**config.mk**
```make
export PLATFORM = sky130hd
export DESIGN_NAME = cc_cond_unit
export DESIGN_NICKNAME = d
export VERILOG_FILES = /design/src/rtl/cc_cond_unit.sv
export SDC_FILE = /design/constraint.sdc
export NUM_CORES = 1
export LEC_CHECK = 0
export CAP_MARGIN = 5
export CORE_ASPECT_RATIO = 0.75
export CORE_MARGIN = 8
export CORE_UTILIZATION = 40
export DETAILED_ROUTE_END_ITERATION = 6
export GPL_TIMING_DRIVEN = 1
export REMOVE_ABC_BUFFERS = 1
export SLEW_MARGIN = 20
export SYNTH_ARGS = -nofsm -noshare
export SYNTH_HDL_FRONTEND = slang
export SYNTH_SLANG_ARGS = --single-unit
```
**constraint.sdc**
```tcl
create_clock -name clk_i -period 8.55 [get_ports clk_i]
set_input_delay 2.565 -clock clk_i [delete_from_list [all_inputs] [get_ports clk_i]]
set_output_delay 2.565 -clock clk_i [all_outputs]
set_load 0.005 [all_outputs]
```
**src/rtl/cc_cond_unit.sv**
```systemverilog
// Execute-stage ALU, condition-code register and condition evaluation.
// Also carries the registered M-stage condition and a saturating taken-condition counter.
module cc_cond_unit #(
    parameter int unsigned WIDTH    = 64,
    parameter bit          EXT_COND = 1'b0,
    parameter int unsigned CNT_W    = 32
) (
    input  logic             clk_i,
    input  logic             rst_n_i,
    input  logic [1:0]       alufun_i,
    input  logic [WIDTH-1:0] aluA_i,
    input  logic [WIDTH-1:0] aluB_i,
    input  logic             set_cc_i,
    input  logic [3:0]       E_ifun_i,
    input  logic             eval_i,
    input  logic             m_exc_i,
    input  logic             W_exc_i,
    input  logic             stall_i,
    input  logic             bubble_i,
    input  logic             clr_cnt_i,
    output logic [WIDTH-1:0] e_valE_o,
    output logic             e_Cnd_o,
    output logic             M_Cnd_o,
    output logic [3:0]       cc_o,
    output logic [CNT_W-1:0] taken_cnt_o
);

    typedef enum logic [1:0] {AluAdd, AluSub, AluAnd, AluXor} alu_op_e;

    logic [WIDTH:0]   sum;
    logic [WIDTH:0]   diff;
    logic [WIDTH-1:0] res;
    logic             a_msb, b_msb;
    logic             zf_n, sf_n, of_n, cf_n;
    logic             cc_write;
    logic             zf, sf, of, cf;
    logic             cnd;

    logic [3:0]       cc_d, cc_q;
    logic             m_cnd_d, m_cnd_q;
    logic [CNT_W-1:0] cnt_d, cnt_q;

    assign a_msb = aluA_i[WIDTH-1];
    assign b_msb = aluB_i[WIDTH-1];

    always_comb begin
        sum  = {1'b0, aluB_i} + {1'b0, aluA_i};
        // Top bit of the widened difference is the unsigned borrow (B < A).
        diff = {1'b0, aluB_i} - {1'b0, aluA_i};
        res  = '0;
        of_n = 1'b0;
        cf_n = 1'b0;
        unique case (alu_op_e'(alufun_i))
            AluAdd: begin
                res  = sum[WIDTH-1:0];
                of_n = (a_msb == b_msb) && (res[WIDTH-1] != a_msb);
                cf_n = sum[WIDTH];
            end
            AluSub: begin
                res  = diff[WIDTH-1:0];
                of_n = (a_msb != b_msb) && (res[WIDTH-1] != b_msb);
                cf_n = diff[WIDTH];
            end
            AluAnd: res = aluA_i & aluB_i;
            AluXor: res = aluA_i ^ aluB_i;
        endcase
        if (!EXT_COND) cf_n = 1'b0;
        zf_n = (res == '0);
        sf_n = res[WIDTH-1];
    end

    assign e_valE_o = res;

    // Conditions look only at the stored flags, never at this cycle's result.
    assign cf = cc_q[3];
    assign of = cc_q[2];
    assign sf = cc_q[1];
    assign zf = cc_q[0];

    always_comb begin
        cnd = 1'b0;
        case (E_ifun_i)
            4'd0:    cnd = 1'b1;
            4'd1:    cnd = (sf ^ of) | zf;
            4'd2:    cnd = sf ^ of;
            4'd3:    cnd = zf;
            4'd4:    cnd = ~zf;
            4'd5:    cnd = ~(sf ^ of);
            4'd6:    cnd = ~(sf ^ of) & ~zf;
            4'd7:    cnd = EXT_COND & cf;
            4'd8:    cnd = EXT_COND & ~cf;
            4'd9:    cnd = EXT_COND & ~cf & ~zf;
            4'd10:   cnd = EXT_COND & (cf | zf);
            default: cnd = 1'b0;
        endcase
    end

    assign e_Cnd_o = cnd;

    always_comb begin
        cc_write = set_cc_i & ~stall_i & ~m_exc_i & ~W_exc_i;
        cc_d     = cc_write ? {cf_n, of_n, sf_n, zf_n} : cc_q;

        if (stall_i) begin
            m_cnd_d = m_cnd_q;
        end else if (bubble_i) begin
            m_cnd_d = 1'b0;
        end else begin
            m_cnd_d = cnd;
        end

        cnt_d = cnt_q;
        if (clr_cnt_i) begin
            cnt_d = '0;
        end else if (eval_i && cnd && !stall_i && (cnt_q != {CNT_W{1'b1}})) begin
            cnt_d = cnt_q + CNT_W'(1);
        end
    end

    always_ff @(posedge clk_i or negedge rst_n_i) begin
        if (!rst_n_i) begin
            cc_q    <= 4'b0001;
            m_cnd_q <= 1'b0;
            cnt_q   <= '0;
        end else begin
            cc_q    <= cc_d;
            m_cnd_q <= m_cnd_d;
            cnt_q   <= cnt_d;
        end
    end

    assign cc_o        = cc_q;
    assign M_Cnd_o     = m_cnd_q;
    assign taken_cnt_o = cnt_q;

endmodule

```
==> reports/metrics.yaml <==
cp_cell_sequence: "dlygate4sd2_1, inv_1, ha_4, buf_4, nor2_1, nand3_1, o311ai_2, a31oi_4, a2111oi_2, buf_4, o21ai_4, nand2_2, o211ai_1, buf_4, a211oi_2, nor2_1, or4_4, inv_2, clkdlybuf4s15_2"
areaGrowthSynthToFinish_pct: 80.37
crit_arrival_ns: 6.13
synth_compound_area_share_pct: 35.41
max_slew_margin_pct: 36.35
final_nets: 2991
viasPerCell: 6.067
hold_viol_final: 0
via_count: 18917
grt_pass1_wl_mm: 102.6
yosysSeqAreaShare_pct: 7.321
dr.first_iter.drc_count: 2409
drive_gt1_share_pct: 39.44
htree_levels: 2
drv_slew: 0
ant_nets: 0
violations: "design-rule violations, negative setup slack"
crit_top_cell: "buf_4"
worstSkewPairLatency_ns: 0.29
holdCritPathClass: "flop to flop"
finalCritPeriodShare_pct: 101.7
muxShareOfSynthArea_pct: 4.539
vdd_ir_drop_max_mv: 0.07562
synth_edf_count: 0
postSynth.asyncResetShare_pct: 100.0
pre_cts_ws_ns: -1.008
grt.total_usage_pct: 34.38
grt_pass1_vias: 18202
rsz0062_at_grt: "true"
hpwl_mm: 52.73
fmaxAchievable_ghz: 0.1150
p_total_mw: 2.048
seqCellArea_um2: 902.1
synth_top_family_by_area: "compound AO/OA/AOI/OAI gates"
clkSlewWorstSetupHoldPaths_ns: 0.06
slowest_stage: "or4_4"
numPortBuffers: 243
synth_xor_area_share_pct: 3.981
clk_path_buf_depth: 2
std_cell_rows: 55
gp_congestion: 1.010
dieArea_mm2: 0.03674
setup_tns_ns: -0.3042
multi_input_area_mm2: 0.01215
dr.pass1.iters: 7
cap_violations: 0
cts_sinks: 36
worstMarginPinSlew_ns: 0.9475
crit_fanout: 4
p_leak_nw: 10.24
synthCells: 1855
fp.dieH_um: 168
path_class: "primary input to output port"
yosysUniqueCellTypes: 105
setup_ws_ns: -0.1478
synth_area_per_cell_um2: 6.642
drcViolationCount: 8
numCtsBuffers: 5
finClkSkew_ns: 0.006194
setup_viol: 5
slowest_delay_ns: 0.56
startpoint_type: "primary input"
status: "finished, violations left"
yosys.area_share.simple_pct: 27.07
die_x_um: 218.7
netlist_area_mm2: 0.01232
yosys_warnings: 0
min_period_ns: 8.698
ys_ff_latch: 36
synth-adder-area-share_pct: 13.42
core_area_mm2: 0.03021
final_cells: 3118
synth_flop_cell: "dfrtp_1"
cts_tree: "built"
clockRootBuffer: "clkbuf_16"
drt-total-wl_mm: 67.96
power_density_mw_per_mm2: 92.14
cp.required_ns: 5.99
grt_antenna_before_repair: 1
grt_max_degree: 41
dp_cells: 3006
cp-end-kind: "output port"
initial_core_util_pct: 40.79
wl_per_cell_um: 21.79
grt-ovfl-total: 0
ios: 245
fill_cells: 2446
[cells in the mapped netlist, types with 35 or more instances]
cell,count,area share (%)
a21oi_1,177,7.2
clkbuf_1,71,2.2
dfrtp_1,35,7.1
ha_1,129,13
inv_1,139,4.2
mux2i_1,42,3.4
nand2_1,165,5.0
nand3_1,54,2.2
nand4_1,41,2.1
nor2_1,199,6.1
nor3_1,60,2.4
o21ai_0,113,4.6
xnor2_1,39,2.8
[cell usage in the layout (no fill, tap or decap), types with 43 or more instances in the layout]
cell type / instances
inv_1: 101
nor3_1: 53
o21ai_0: 88
ha_4: 43
clkdlybuf4s50_1: 133
dlygate4sd2_1: 46
inv_2: 44
nand3_1: 51
nand2_1: 154
nor2_1: 187
a21oi_1: 140
buf_4: 690
ha_1: 84
[layout make-up]
cell class	count	share of cell area [%]
clock buffers	6	0.6249
repair buffers	963	35.85
diodes	1	0.01126
multi-input cells	1564	54.67
inverters	147	2.494
flip-flops and latches	36	4.059
well taps	399	2.246
clock inverters	2	0.04504
[worst max-delay path: cells and delay by family]
family / cells / cell delay (ns)
buf+inv: 7 / 1.15
simple gates: 5 / 1.12
compound gates: 6 / 1.07
fa+ha+maj: 1 / 0.22
[final timing paths]
check | start | endpoint | slack [ns] | cells after the start
max | aluA_i[14] | e_valE_o[63] | -0.15 | 19
min reg2reg | cc_o[0]$_DFFE_PN1P_ | cc_o[0]$_DFFE_PN1P_ | 0.52 | 2
min | cc_o[0]$_DFFE_PN1P_ | cc_o[0]$_DFFE_PN1P_ | 0.52 | 2
min in group asynchronous | rst_n_i | taken_cnt_o[9]$_DFFE_PN0P_ | 2.70 | 2
max in group asynchronous | rst_n_i | cc_o[0]$_DFFE_PN1P_ | 5.50 | 2
max reg2reg | taken_cnt_o[0]$_DFFE_PN0P_ | taken_cnt_o[31]$_DFFE_PN0P_ | 4.64 | 14
[logic make-up after synthesis]
family                   after synthesis
multiplexers                          54
AO/OA/AOI/OAI                        638
buffers and inverters                255
adder cells (fa/ha/maj)              131
flip-flops                            36
AND/OR/NAND/NOR                      684
XOR/XNOR                              56
other                                  1
[where the power goes]
group          internal, mW  switching, mW
Sequential            0.173        0.00263
Clock                 0.115         0.0742
Combinational         0.827          0.857
Total                  1.11          0.933
[routing by layer]
layer	vias up	wire length, µm	GRT usage [%]
met5	-	0	0
li1	8601	-	-
met4	0	2026	9.296
met2	1189	28850	52.01
met3	169	7556	6.125
met1	8958	29520	49.21
[state kept, by name, indices dropped and copies added, names as in the netlist]
register,cells
taken_cnt_o,32
cc_o,3
M_Cnd_o,1
[through the flow]
stage                     hold WS (ns)  utilization (%)  cell area [µm²]
final                           0.5163            73.57            22230
after global routing            0.5484            73.57            22230
after CTS                       0.5209            70.88            21410
after detailed placement        0.5129            64.40            19460
after global placement          0.4655            64.40            19460
after floorplan                 0.4674                -            11860
[timing repair]
action	in CTS	in global routing
setup buffers	70	36
gates cloned	0	0
hold buffers	0	0
gates resized for setup	384	175
endpoints found under the setup margin	44	41
pin swaps	107	84
No activity file was read; power rests on OpenSTA's default activity.
